==> src/rtl/ramb4_s4_word_master.sv <==
// ramb4_s4_word_master
// Host-side initiator for a 1024x4 single-port block RAM. Each 16-bit word
// request becomes NIBBLES nibble accesses, least-significant nibble first.
// Read nibbles come back on the RAM's registered DO one cycle after each
// enable and are reassembled here. All RAM-facing outputs are registered.
// Optional feature macro: RAMB4_WORD_MASTER_CLEAR_EN. When it is defined,
// the whole RAM is zeroed after reset before the first request is accepted.

module ramb4_s4_word_master #(
  parameter int NIBBLES = 4,
  parameter int RAM_AW  = 10,
  localparam int NB_W    = $clog2(NIBBLES),
  localparam int WORD_W  = 4 * NIBBLES,
  localparam int WADDR_W = RAM_AW - NB_W
) (
  input  logic               CLK,
  input  logic               RST,
  input  logic               req_valid,
  output logic               req_ready,
  input  logic               req_we,
  input  logic [WADDR_W-1:0] req_addr,
  input  logic [WORD_W-1:0]  req_wdata,
  output logic               resp_valid,
  output logic [WORD_W-1:0]  resp_rdata,
  output logic [RAM_AW-1:0]  ram_addr,
  output logic [3:0]         ram_di,
  output logic               ram_en,
  output logic               ram_we,
  input  logic [3:0]         ram_do
);

`ifdef RAMB4_WORD_MASTER_CLEAR_EN
  localparam logic [2:0] S_CLEAR = 3'd0;
`endif
  localparam logic [2:0] S_IDLE  = 3'd1;
  localparam logic [2:0] S_WRITE = 3'd2;
  localparam logic [2:0] S_READ  = 3'd3;
  localparam logic [2:0] S_DRAIN = 3'd4;

`ifdef RAMB4_WORD_MASTER_CLEAR_EN
  localparam logic [2:0] S_RESET = S_CLEAR;
`else
  localparam logic [2:0] S_RESET = S_IDLE;
`endif

  localparam logic [NB_W-1:0] LAST_NIB = NB_W'(NIBBLES - 1);

  logic [2:0]         state;
  logic [NB_W-1:0]    cnt;
  logic [NB_W-1:0]    cntNxt;
  logic [NB_W-1:0]    cntPrev;
  logic [WADDR_W-1:0] addrQ;
  logic [WORD_W-1:0]  wdataQ;
  logic [WORD_W-1:0]  rbuf;
  logic [WORD_W-1:0]  rfinal;

  // Neighbouring nibble indices, and the read word completed by the nibble now on DO
  always_comb begin
    cntNxt  = cnt + NB_W'(1);
    cntPrev = cnt - NB_W'(1);
    rfinal  = rbuf;
    rfinal[4*cnt +: 4] = ram_do;
  end

  // Request sequencing, nibble serialization and read reassembly
  always_ff @(posedge CLK) begin
    if (RST) begin
      state      <= S_RESET;
      cnt        <= '0;
      addrQ      <= '0;
      wdataQ     <= '0;
      rbuf       <= '0;
      req_ready  <= 1'b0;
      resp_valid <= 1'b0;
      resp_rdata <= '0;
      ram_addr   <= '0;
      ram_di     <= '0;
      ram_en     <= 1'b0;
      ram_we     <= 1'b0;
    end else begin
      resp_valid <= 1'b0;
      case (state)
`ifdef RAMB4_WORD_MASTER_CLEAR_EN
        S_CLEAR: begin
          if (!ram_en) begin
            ram_en   <= 1'b1;
            ram_we   <= 1'b1;
            ram_addr <= '0;
            ram_di   <= 4'h0;
          end else if (ram_addr == {RAM_AW{1'b1}}) begin
            ram_en <= 1'b0;
            ram_we <= 1'b0;
            state  <= S_IDLE;
          end else begin
            ram_addr <= ram_addr + RAM_AW'(1);
          end
        end
`endif
        S_IDLE: begin
          ram_en <= 1'b0;
          ram_we <= 1'b0;
          if (req_valid && req_ready) begin
            addrQ     <= req_addr;
            wdataQ    <= req_wdata;
            cnt       <= '0;
            req_ready <= 1'b0;
            ram_en    <= 1'b1;
            ram_we    <= req_we;
            ram_addr  <= {req_addr, NB_W'(0)};
            ram_di    <= req_wdata[3:0];
            state     <= req_we ? S_WRITE : S_READ;
          end else begin
            req_ready <= 1'b1;
          end
        end
        S_WRITE: begin
          if (cnt == LAST_NIB) begin
            ram_en    <= 1'b0;
            ram_we    <= 1'b0;
            req_ready <= 1'b1;
            state     <= S_IDLE;
          end else begin
            cnt      <= cntNxt;
            ram_addr <= {addrQ, cntNxt};
            ram_di   <= wdataQ[4*cntNxt +: 4];
          end
        end
        S_READ: begin
          if (cnt != '0) begin
            rbuf[4*cntPrev +: 4] <= ram_do;
          end
          if (cnt == LAST_NIB) begin
            ram_en <= 1'b0;
            state  <= S_DRAIN;
          end else begin
            cnt      <= cntNxt;
            ram_addr <= {addrQ, cntNxt};
          end
        end
        S_DRAIN: begin
          rbuf       <= rfinal;
          resp_rdata <= rfinal;
          resp_valid <= 1'b1;
          req_ready  <= 1'b1;
          state      <= S_IDLE;
        end
        default: begin
          ram_en <= 1'b0;
          ram_we <= 1'b0;
          state  <= S_IDLE;
        end
      endcase
    end
  end

endmodule

==> config.mk <==
export PLATFORM = sky130hd
export DESIGN_NAME = ramb4_s4_word_master
export DESIGN_NICKNAME = d
export VERILOG_FILES = /design/src/rtl/ramb4_s4_word_master.sv
export SDC_FILE = /design/constraint.sdc
export NUM_CORES = 1
export LEC_CHECK = 0
export BUFFER_PORTS_ARGS = -buffer_cell sky130_fd_sc_hd__buf_2
export CORE_MARGIN = 1.5
export CORE_UTILIZATION = 55
export DETAILED_ROUTE_END_ITERATION = 8
export PLACE_DENSITY = 0.9
export SLEW_MARGIN = 15
export SYNTH_ARGS = -nofsm -noshare
export SYNTH_HDL_FRONTEND = slang
export SYNTH_SLANG_ARGS = --single-unit
==> constraint.sdc <==
create_clock -name CLK -period 2.6 [get_ports CLK]
set_clock_uncertainty 0.15 [all_clocks]
set_input_delay 0.13 -clock CLK [delete_from_list [all_inputs] [get_ports CLK]]
set_output_delay 0.13 -clock CLK [all_outputs]
set_load 0.01 [all_outputs]
==> results of run 1 <==
-- sequential cells by signal (all words and copies together), names as in the netlist --
register,flops
rbuf,16
resp_rdata,16
wdataQ,16
ram_addr,10
addrQ,8
ram_di,4
state,3
ram_en,1
ram_we,1
req_ready,1
resp_valid,1
-- cell usage after synthesis, drive strengths merged --
cell / instances
a211oi: 9
a21oi: 52
a221oi: 12
a22oi: 3
a311oi: 4
a32oi: 1
a41o: 1
and2: 1
and3: 1
and4: 1
and4bb: 1
buf: 16
clkbuf: 15
dfxtp: 77
ha: 8
inv: 19
mux2i: 13
mux4: 4
nand2: 98
nand2b: 6
nand3b: 5
nand4b: 1
nor2: 33
nor2b: 2
nor3: 14
nor3b: 2
o21ai: 6
o221ai: 1
o22ai: 11
o32ai: 4
or2: 1
or3: 1
or3b: 3
or4bb: 1
-- worst max path at each step --
stage	from	to	slack (ns)	cells past startpoint
detailed placement	ram_addr[0]$_SDFFE_PP0P_	rbuf[14]$_SDFFE_PP0P_	0.37	6
CTS	ram_addr[0]$_SDFFE_PP0P_	rbuf[14]$_SDFFE_PP0P_	0.34	6
global placement	ram_addr[0]$_SDFFE_PP0P_	rbuf[11]$_SDFFE_PP0P_	0.49	6
global route	ram_addr[0]$_SDFFE_PP0P_	rbuf[13]$_SDFFE_PP0P_	0.15	6
finish	ram_addr[0]$_SDFFE_PP0P_	rbuf[14]$_SDFFE_PP0P_	0.31	6
floorplan	ram_addr[0]$_SDFFE_PP0P_	rbuf[15]$_SDFFE_PP0P_	0.11	8
-- critical path, delay by kind of cell (launching register included) --
family	cells	cell delay, ns
buffers and inverters	1	0.13
adders and majority gates	1	0.36
AOI/OAI and AO/OA	2	0.80
DFF	1	0.32
and+or+nand+nor	2	0.43
-- final cells by class --
cell class                      instances  share of cell area [%]
Tap cell                               77                    2.20
Multi-Input combinational cell        300                    40.9
Sequential cell                        77                    35.3
Clock inverter                          6                    2.03
Clock buffer                            9                    2.83
Timing Repair Buffer                  100                    15.2
Inverter                               19                    1.63
-- layout by cell type, fill, tap and decap left out, types with 10 or more instances in the layout --
cell type      netlist  routed
a21oi_1             52      52
o22ai_1             10      10
nand2_1             98      98
nor2_1              32      32
dlygate4sd3_1        0      25
dfxtp_1             77      77
inv_1               19      19
a221oi_1            12      12
nor3_1              14      14
buf_2               13      65
mux2i_1             13      13
-- where the power goes --
| part | switching, W | internal [W] | leakage [nW] |
|---|---|---|---|
| Combinational | 0.000186 | 0.000145 | 1.03 |
| Sequential | 0.0000325 | 0.00123 | 0.625 |
| Clock | 0.000437 | 0.000534 | 0.101 |
-- routing by layer --
| layer | track usage (%) | vias up | routed length (µm) |
|---|---|---|---|
| li1 | - | 1645 | - |
| met1 | 29.8 | 1562 | 3330 |
| met2 | 45.4 | 171 | 4400 |
| met3 | 5.37 | 32 | 712 |
| met4 | 13.8 | 0 | 289 |
| met5 | 0 | - | 0 |
-- timing repair --
item | 4_1_cts | 5_1_grt
endpoints found under the hold margin | 37 | 0
hold buffers | 25 | 0
setup buffers | 0 | 0
resized for setup | 0 | 0
endpoints found under the setup margin | 0 | 0
-- metrics by stage --
stage | setup slack, ns | total power [W] | cells | utilization [%]
final | 0.313 | 0.00256 | 588 | 69.6
after global routing | 0.149 | 0.00267 | 588 | 69.6
after CTS | 0.343 | 0.00257 | 588 | 69.6
after detailed placement | 0.371 | 0.00158 | 548 | 62.3
after global placement | 0.489 | 0.00157 | 548 | 62.3
after floorplan | 0.108 | 0.00148 | 427 | -
-- cells by family after synthesis --
| logic type | after synthesis | share of synthesized area (%) |
|---|---|---|
| flip-flops | 77 | 43.5 |
| AO/OA/AOI/OAI | 104 | 19.3 |
| adder cells (fa/ha/maj) | 8 | 2.82 |
| multiplexers | 17 | 6.42 |
| buffers and inverters | 50 | 6.11 |
| AND/OR/NAND/NOR | 171 | 21.9 |
==> impl_metrics.tcl, run 1 <==
set metrics [dict create \
    syn_area_um2 3540 \
    dieHeight_um 83.3 \
    cts_tree "yes" \
    multi_input_area_um2 1790 \
    worstReg2RegStart "ram_addr[0]$_SDFFE_PP0P_" \
    grt-ovfl-total 0 \
    rsz0062_at_grt "no" \
    routedWlPerCell_um 14.9 \
    seq_area_frac_synth_pct 43.5 \
    synthTopCellsByArea "dfxtp_1 (43%), nand2_1 (10%), a21oi_1 (7.3%)" \
    yosys_warnings 0 \
    cts_buffers 9 \
    slew_viol_final 0 \
    clock_path_buffers 2 \
    syn_nets 467 \
    nNetsFinal 547 \
    leakagePower_nw 1.75 \
    crit_chain "inv_1 > ha_1 > and4bb_1 > a21oi_1 > nor2_1 > a221oi_1" \
    relSlewSlack_pct 57.4 \
    vias 3410 \
    dr.pass1.iters 5 \
    clk_latency_ns 0.35 \
    synth_top_area_share_pct 43.5 \
    slowest_delay_ns 0.53 \
    antenna_left 0 \
    tightest_slew_ns 0.639 \
    status "completed" \
    clkSinkCount 77 \
    arrival_ns 2.39 \
    grt_max_degree 33 \
    die_x_um 83.3 \
    drcViolationCount 0 \
    hp-class "input pin to register" \
    h-tree-depth 3 \
    design_area_um2 4370 \
    r2r_slack_ns 0.31 \
    tns_ns 0 \
    timing.rr.end "rbuf[14]$_SDFFE_PP0P_" \
    critPathMaxFanout 10 \
    avgSynthCellArea_um2 8.30 \
    path_clk_slew_ns 0.08 \
    clockRootBuffer "clkbuf_8" \
    grt_pass1_wl_um 14800 \
    viasPerCell 5.80 \
    grtUsageTotal_pct 26.0 \
    ios 66 \
    endpoint_kind "register" \
    fmaxAchievable_ghz 0.437 \
    fp-row-count 29 \
    core_area_um2 6280 \
    antenna_found_initial 0 \
    whs_ns 0.0135 \
    r2r_cells 6 \
    place_hpwl_um 5580 \
    fill_cells 473 \
    final_layout_size_suffix_gt1_share_pct 19.2 \
    dieArea_um2 6940 \
    cp-start-kind "register" \
    required_ns 2.71 \
    hold_viol 0 \
    synthCells 427 \
    setup_viol 0 \
    io_buffers 65 \
    placed_cell_area_um2 3910 \
    cap_violations 0 \
    synthDistinctLibCells 44 \
    crit_slowest_cell "a21oi_1" \
    period_minus_slack_ns 2.29 \
    globalplace.congestion 0.910 \
    hold_path.startpoint "RST" \
    areaGrowthSynthToFinish_pct 23.3 \
    grt_pass1_vias 3287 \
    min_to "ram_addr[1]$_SDFFE_PP0P_" \
    drt_iter0_markers 303 \
    hold_path_depth 2 \
    antenna_cells 0 \
    synth_largest_area_cell "dfxtp_1" \
    layout_worst_path_cycle_share_pct 88.0 \
    critical_path_class "register to register" \
    power.density_nw_per_um2 586 \
    routed_wl_um 8740 \
    peakVddDrop_v 0.000513 \
    synth-seq-cells 77 \
    initial_core_util_pct 56.5 \
    ff_latch_area_um2 1540 \
]
(Power assumes the default switching activity.)
==> inputs of run 2 (changes only) <==
--- a/config.mk
+++ b/config.mk
@@ -7,9 +7,10 @@
 export LEC_CHECK = 0
 export BUFFER_PORTS_ARGS = -buffer_cell sky130_fd_sc_hd__buf_2
 export CORE_MARGIN = 1.5
-export CORE_UTILIZATION = 55
+export CORE_UTILIZATION = 50
 export DETAILED_ROUTE_END_ITERATION = 8
-export PLACE_DENSITY = 0.9
+export PLACE_DENSITY = 0.87
+export RECOVER_POWER = 50
 export SLEW_MARGIN = 15
 export SYNTH_ARGS = -nofsm -noshare
 export SYNTH_HDL_FRONTEND = slang
==> constraint.sdc (replaced) <==
create_clock -name CLK -period 2.1 [get_ports CLK]
set_clock_uncertainty 0.15 [all_clocks]
set_input_delay 0.105 -clock CLK [delete_from_list [all_inputs] [get_ports CLK]]
set_output_delay 0.105 -clock CLK [all_outputs]
set_load 0.01 [all_outputs]
==> run 2 against run 1 <==
  * Global-route usage shrank 2.2 points
  * Clock power grew 19%
  * Clock-buffer cell count grew 2
  * Fmax grew 12%
  * Combinational power grew 27%
  * Critical path type unchanged
  * Largest cell class unchanged
==> impl_metrics.tcl, run 2 (synthesized netlist as in run 1, its figures left out) <==
set metrics [dict create \
    status "completed" \
    crit_buf_inv 1 \
    r2r_slack_ns 0.06 \
    hp-class "input pin to register" \
    final_cell_mix "nand2_1 (98), dfxtp_1 (75), a21oi_1 (52)" \
    met3_length_um 566 \
    fmaxAchievable_ghz 0.490 \
    endpoint_kind "register" \
    vias 3331 \
    die_x_um 87.2 \
    core_area_um2 6830 \
    layout_worst_path_cycle_share_pct 97.2 \
    total_power_w 0.00314 \
    initial_core_util_pct 51.9 \
    hold_viol 0 \
    critPathMaxFanout 7 \
    period_minus_slack_ns 2.04 \
    grt-ovfl-total 0 \
    cts_buffers 9 \
    grt_pass1_wl_um 14300 \
    h-tree-depth 3 \
    power.density_nw_per_um2 697 \
    viasPerCell 5.40 \
    layout.cells.most_common "nand2_1" \
    relSlewSlack_pct 66.1 \
    clock_path_buffers 2 \
    final_cells 617 \
    grt_pass1_vias 3159 \
    setup_viol 0 \
    ios 66 \
    slew_viol_final 0 \
    place_hpwl_um 5640 \
    globalplace.congestion 0.854 \
    arrival_ns 2.15 \
    antenna_cells 0 \
    dr.pass1.iters 7 \
    top_layer "met4" \
    nNetsFinal 556 \
    crit_slowest_cell "or3b_4" \
    final_layout_size_suffix_gt1_share_pct 17.3 \
    wl_met2_um 4510 \
    tightest_slew_ns 0.507 \
    cts_tree "yes" \
    wl_met1_um 3510 \
    path_delay_family "compound AO/OA/AOI/OAI gates" \
    areaGrowthSynthToFinish_pct 27.2 \
    leakagePower_nw 1.68 \
    antenna_left 0 \
    clockRootBuffer "clkbuf_8" \
    grtUsageTotal_pct 23.8 \
    grt_max_degree 78 \
    cap_violations 0 \
    fp-row-count 30 \
    placed_cells 572 \
    peakVddDrop_v 0.000583 \
    required_ns 2.21 \
    dieArea_um2 7600 \
    antenna_found_initial 0 \
    io_buffers 65 \
    drt_iter0_markers 194 \
    dieHeight_um 87.2 \
    whs_ns 0.0318 \
    routedWlPerCell_um 14.0 \
    clk_latency_ns 0.36 \
    clkSinkCount 77 \
    slowest_delay_ns 0.41 \
    drcViolationCount 0 \
    critical_path_class "register to register" \
    path_clk_slew_ns 0.08 \
    reg.largest.list "rbuf x16, resp_rdata x16, wdataQ x16" \
    crit_chain "inv_2 > ha_4 > or3b_4 > o32ai_1 > nand2_1 > a221oi_1" \
    routed_wl_um 8670 \
    cp-start-kind "register" \
    tns_ns 0 \
]
-- run 2: metal layers --
metal  GRT usage (%)  vias up
met4            6.20        0
met2            42.1      113
li1                -     1662
met3            6.54       11
met1            28.4     1545
met5               0        -
-- run 2: worst paths after layout --
path	start	end	cells after the start
setup reg to reg	ram_addr[0]$_SDFFE_PP0P_	rbuf[10]$_SDFFE_PP0P_	6
hold reg to reg	resp_rdata[7]$_SDFFE_PP0P_	resp_rdata[7]$_SDFFE_PP0P_	2
hold / removal	ram_do[3]	rbuf[3]$_SDFFE_PP0P_	3
setup / recovery	ram_addr[0]$_SDFFE_PP0P_	rbuf[10]$_SDFFE_PP0P_	6
-- run 2: repair_timing --
item / in CTS / in global routing
buffers inserted: 0 / 3
pin swaps: 0 / 2
hold endpoints to repair: 38 / 0
hold buffers: 26 / 0
resized for setup: 1 / 8
endpoints found under the setup margin: 1 / 14
-- run 2: final cells by class --
class,count,area (µm²)
Sequential cell,77,1550
Clock inverter,5,57.6
Inverter,19,71.3
Timing Repair Buffer,109,713
Fill cell,574,2320
Tap cell,96,120
Multi-Input combinational cell,300,1850
Clock buffer,11,151
-- run 2: worst register-to-register path: stages, from the launching register on --
cell and delay, ns:
dfxtp_4 0.35, inv_2 0.06, ha_4 0.30, or3b_4 0.41, o32ai_1 0.30, nand2_1 0.12
a221oi_1 0.26
-- run 2: power breakdown --
part | switching (W) | internal, W | leakage (nW)
Sequential | 0.0000376 | 0.00152 | 0.626
Combinational | 0.000230 | 0.000190 | 0.948
Clock | 0.000547 | 0.000616 | 0.110
Total | 0.000815 | 0.00233 | 1.68
-- run 2: per-stage QoR --
step	setup WS [ns]	instance area [µm²]	utilization (%)
5_1_grt	-0.00228	4510	66.0
2_1_floorplan	0.00247	3570	-
6_report	0.0586	4510	66.0
3_5_place_dp	0.00979	4020	58.8
3_3_place_gp	0.133	4020	58.8
4_1_cts	0.000924	4490	65.8
==> inputs of run 3 (changes only) <==
--- a/config.mk
+++ b/config.mk
@@ -9,6 +9,7 @@
 export CORE_MARGIN = 1.5
 export CORE_UTILIZATION = 50
 export DETAILED_ROUTE_END_ITERATION = 8
+export HOLD_SLACK_MARGIN = 0.06
 export PLACE_DENSITY = 0.87
 export RECOVER_POWER = 50
 export SLEW_MARGIN = 15
==> run 3 against run 2 <==
  * Hold slack gained 0.043 ns
  * Via count grew 1.2%
  * Die area is the same
  * Power grew 0.15%
  * Utilization grew 0.44 points
  * Sequential cell count is the same
  * Sequential power is essentially flat
  * Global-route usage grew 0.10 points
  * Critical path type unchanged
  * Largest power group unchanged
  * Highest routed layer unchanged
==> impl_metrics.tcl, run 3 (synthesized netlist as in run 1, its figures left out) <==
set metrics [dict create \
    status "completed" \
    clock_path_buffers 2 \
    relSlewSlack_pct 66.0 \
    layout.cells.most_common "nand2_1" \
    setup_viol 0 \
    layout_worst_path_cycle_share_pct 97.1 \
    initial_core_util_pct 51.9 \
    antenna_left 0 \
    cts_tree "yes" \
    nNetsFinal 559 \
    hold_viol 0 \
    clkPwrFrac_pct 37.0 \
    die_x_um 87.2 \
    leakagePower_nw 1.70 \
    combPwrFrac_pct 13.5 \
    ios 66 \
    drt_iter0_markers 223 \
    dieArea_um2 7600 \
    clkSinkCount 77 \
    grt_pass1_vias 3193 \
    endpoint_kind "register" \
    io_buffers 65 \
    fp-row-count 30 \
    critical_path_class "register to register" \
    place_hpwl_um 5640 \
    cts_buffers 9 \
    cap_violations 0 \
    p_int_w 0.00233 \
    tns_ns 0 \
    clockRootBuffer "clkbuf_8" \
    routed_wl_um 8750 \
    final_layout_size_suffix_gt1_share_pct 17.2 \
    tightest_slew_ns 0.509 \
    hp-class "input pin to register" \
    reg.largest.list "rbuf x16, resp_rdata x16, wdataQ x16" \
    critPathMaxFanout 7 \
    antenna_cells 0 \
    drcViolationCount 0 \
    power.density_nw_per_um2 693 \
    peakVddDrop_v 0.000587 \
    globalplace.congestion 0.854 \
    arrival_ns 2.15 \
    grt-ovfl-total 0 \
    post-route-util_pct 66.4 \
    viasPerCell 5.44 \
    clk_latency_ns 0.36 \
    final_cell_mix "nand2_1 (98), dfxtp_1 (75), a21oi_1 (52)" \
    grt_pass1_wl_um 14300 \
    dieHeight_um 87.2 \
    dr.pass1.iters 4 \
    path_clk_slew_ns 0.08 \
    core_area_um2 6830 \
    antenna_found_initial 0 \
    h-tree-depth 3 \
    fill_cells 571 \
    period_minus_slack_ns 2.04 \
    required_ns 2.21 \
    p_sw_w 0.000816 \
    routedWlPerCell_um 14.1 \
    grtUsageTotal_pct 23.9 \
    slew_viol_final 0 \
    fmaxAchievable_ghz 0.491 \
    grt_max_degree 78 \
    areaGrowthSynthToFinish_pct 28.0 \
    vias 3370 \
    switching_share_pct 26.0 \
    seqPwrFrac_pct 49.5 \
    cp-start-kind "register" \
]
[run 3: cell count changes in the layout (fill, tap and decap cells not counted), sizes merged]
cell	before	now
dlygate4sd3	26	29
[run 3: power groups by stage]
stage               sequential [W]  combinational [W]  clock [W]
global placement           0.00159           0.000369          0
floorplan                  0.00160           0.000241          0
finish                     0.00156           0.000425    0.00116
CTS                        0.00156           0.000422    0.00119
detailed placement         0.00159           0.000380          0
global route               0.00156           0.000468    0.00125
[run 3: layout make-up]
type                            count  area, µm²  area share (%)
Clock buffer                       11        151            3.34
Clock inverter                      5       57.6            1.27
Inverter                           19       71.3            1.57
Multi-Input combinational cell    300       1850            40.7
Sequential cell                    77       1550            34.1
Tap cell                           96        120            2.65
Timing Repair Buffer              112        743            16.4
[run 3: worst paths after layout]
path	start	to	slack (ns)	depth (start not counted)
worst max register to register	ram_addr[0]$_SDFFE_PP0P_	rbuf[10]$_SDFFE_PP0P_	0.06	6
worst min register to register	resp_rdata[3]$_SDFFE_PP0P_	resp_rdata[3]$_SDFFE_PP0P_	0.31	2
worst min-delay path	RST	resp_valid$_SDFF_PP0_	0.07	3
worst max-delay path	ram_addr[0]$_SDFFE_PP0P_	rbuf[10]$_SDFFE_PP0P_	0.06	6
[run 3: worst max-delay path, cell delays in order, from the launching register on]
cell      delay [ns]
dfxtp_4         0.35
inv_2           0.06
ha_4            0.30
or3b_4          0.41
o32ai_1         0.30
nand2_1         0.12
a221oi_1        0.25
[run 3: timing repair]
action | CTS | global route
hold endpoints to repair | 44 | 0
hold buffers | 29 | 0
setup buffers | 0 | 3
setup endpoints to repair | 1 | 15
pin swaps | 0 | 2
gates resized for setup | 1 | 8
[run 3: metal layers]
layer | GRT usage, % | share of wire, %
met1 | 28.3 | 42
met2 | 42.6 | 52
met3 | 6.54 | 5.4
met4 | 6.20 | 1.0
met5 | 0 | 0
[run 3: through the flow]
| stage | hold WS (ns) | instances | setup WS, ns | cell area, µm² | total power, W |
|---|---|---|---|---|---|
| final | 0.0745 | 620 | 0.0618 | 4540 | 0.00315 |
| after global routing | 0.105 | 620 | -0.00228 | 4540 | 0.00328 |
| after CTS | 0.0720 | 617 | 0.000924 | 4520 | 0.00317 |
| after detailed placement | 0.203 | 572 | 0.00979 | 4020 | 0.00197 |
| after global placement | 0.196 | 572 | 0.133 | 4020 | 0.00196 |
| after floorplan | 0.0910 | 427 | 0.00247 | 3570 | 0.00184 |
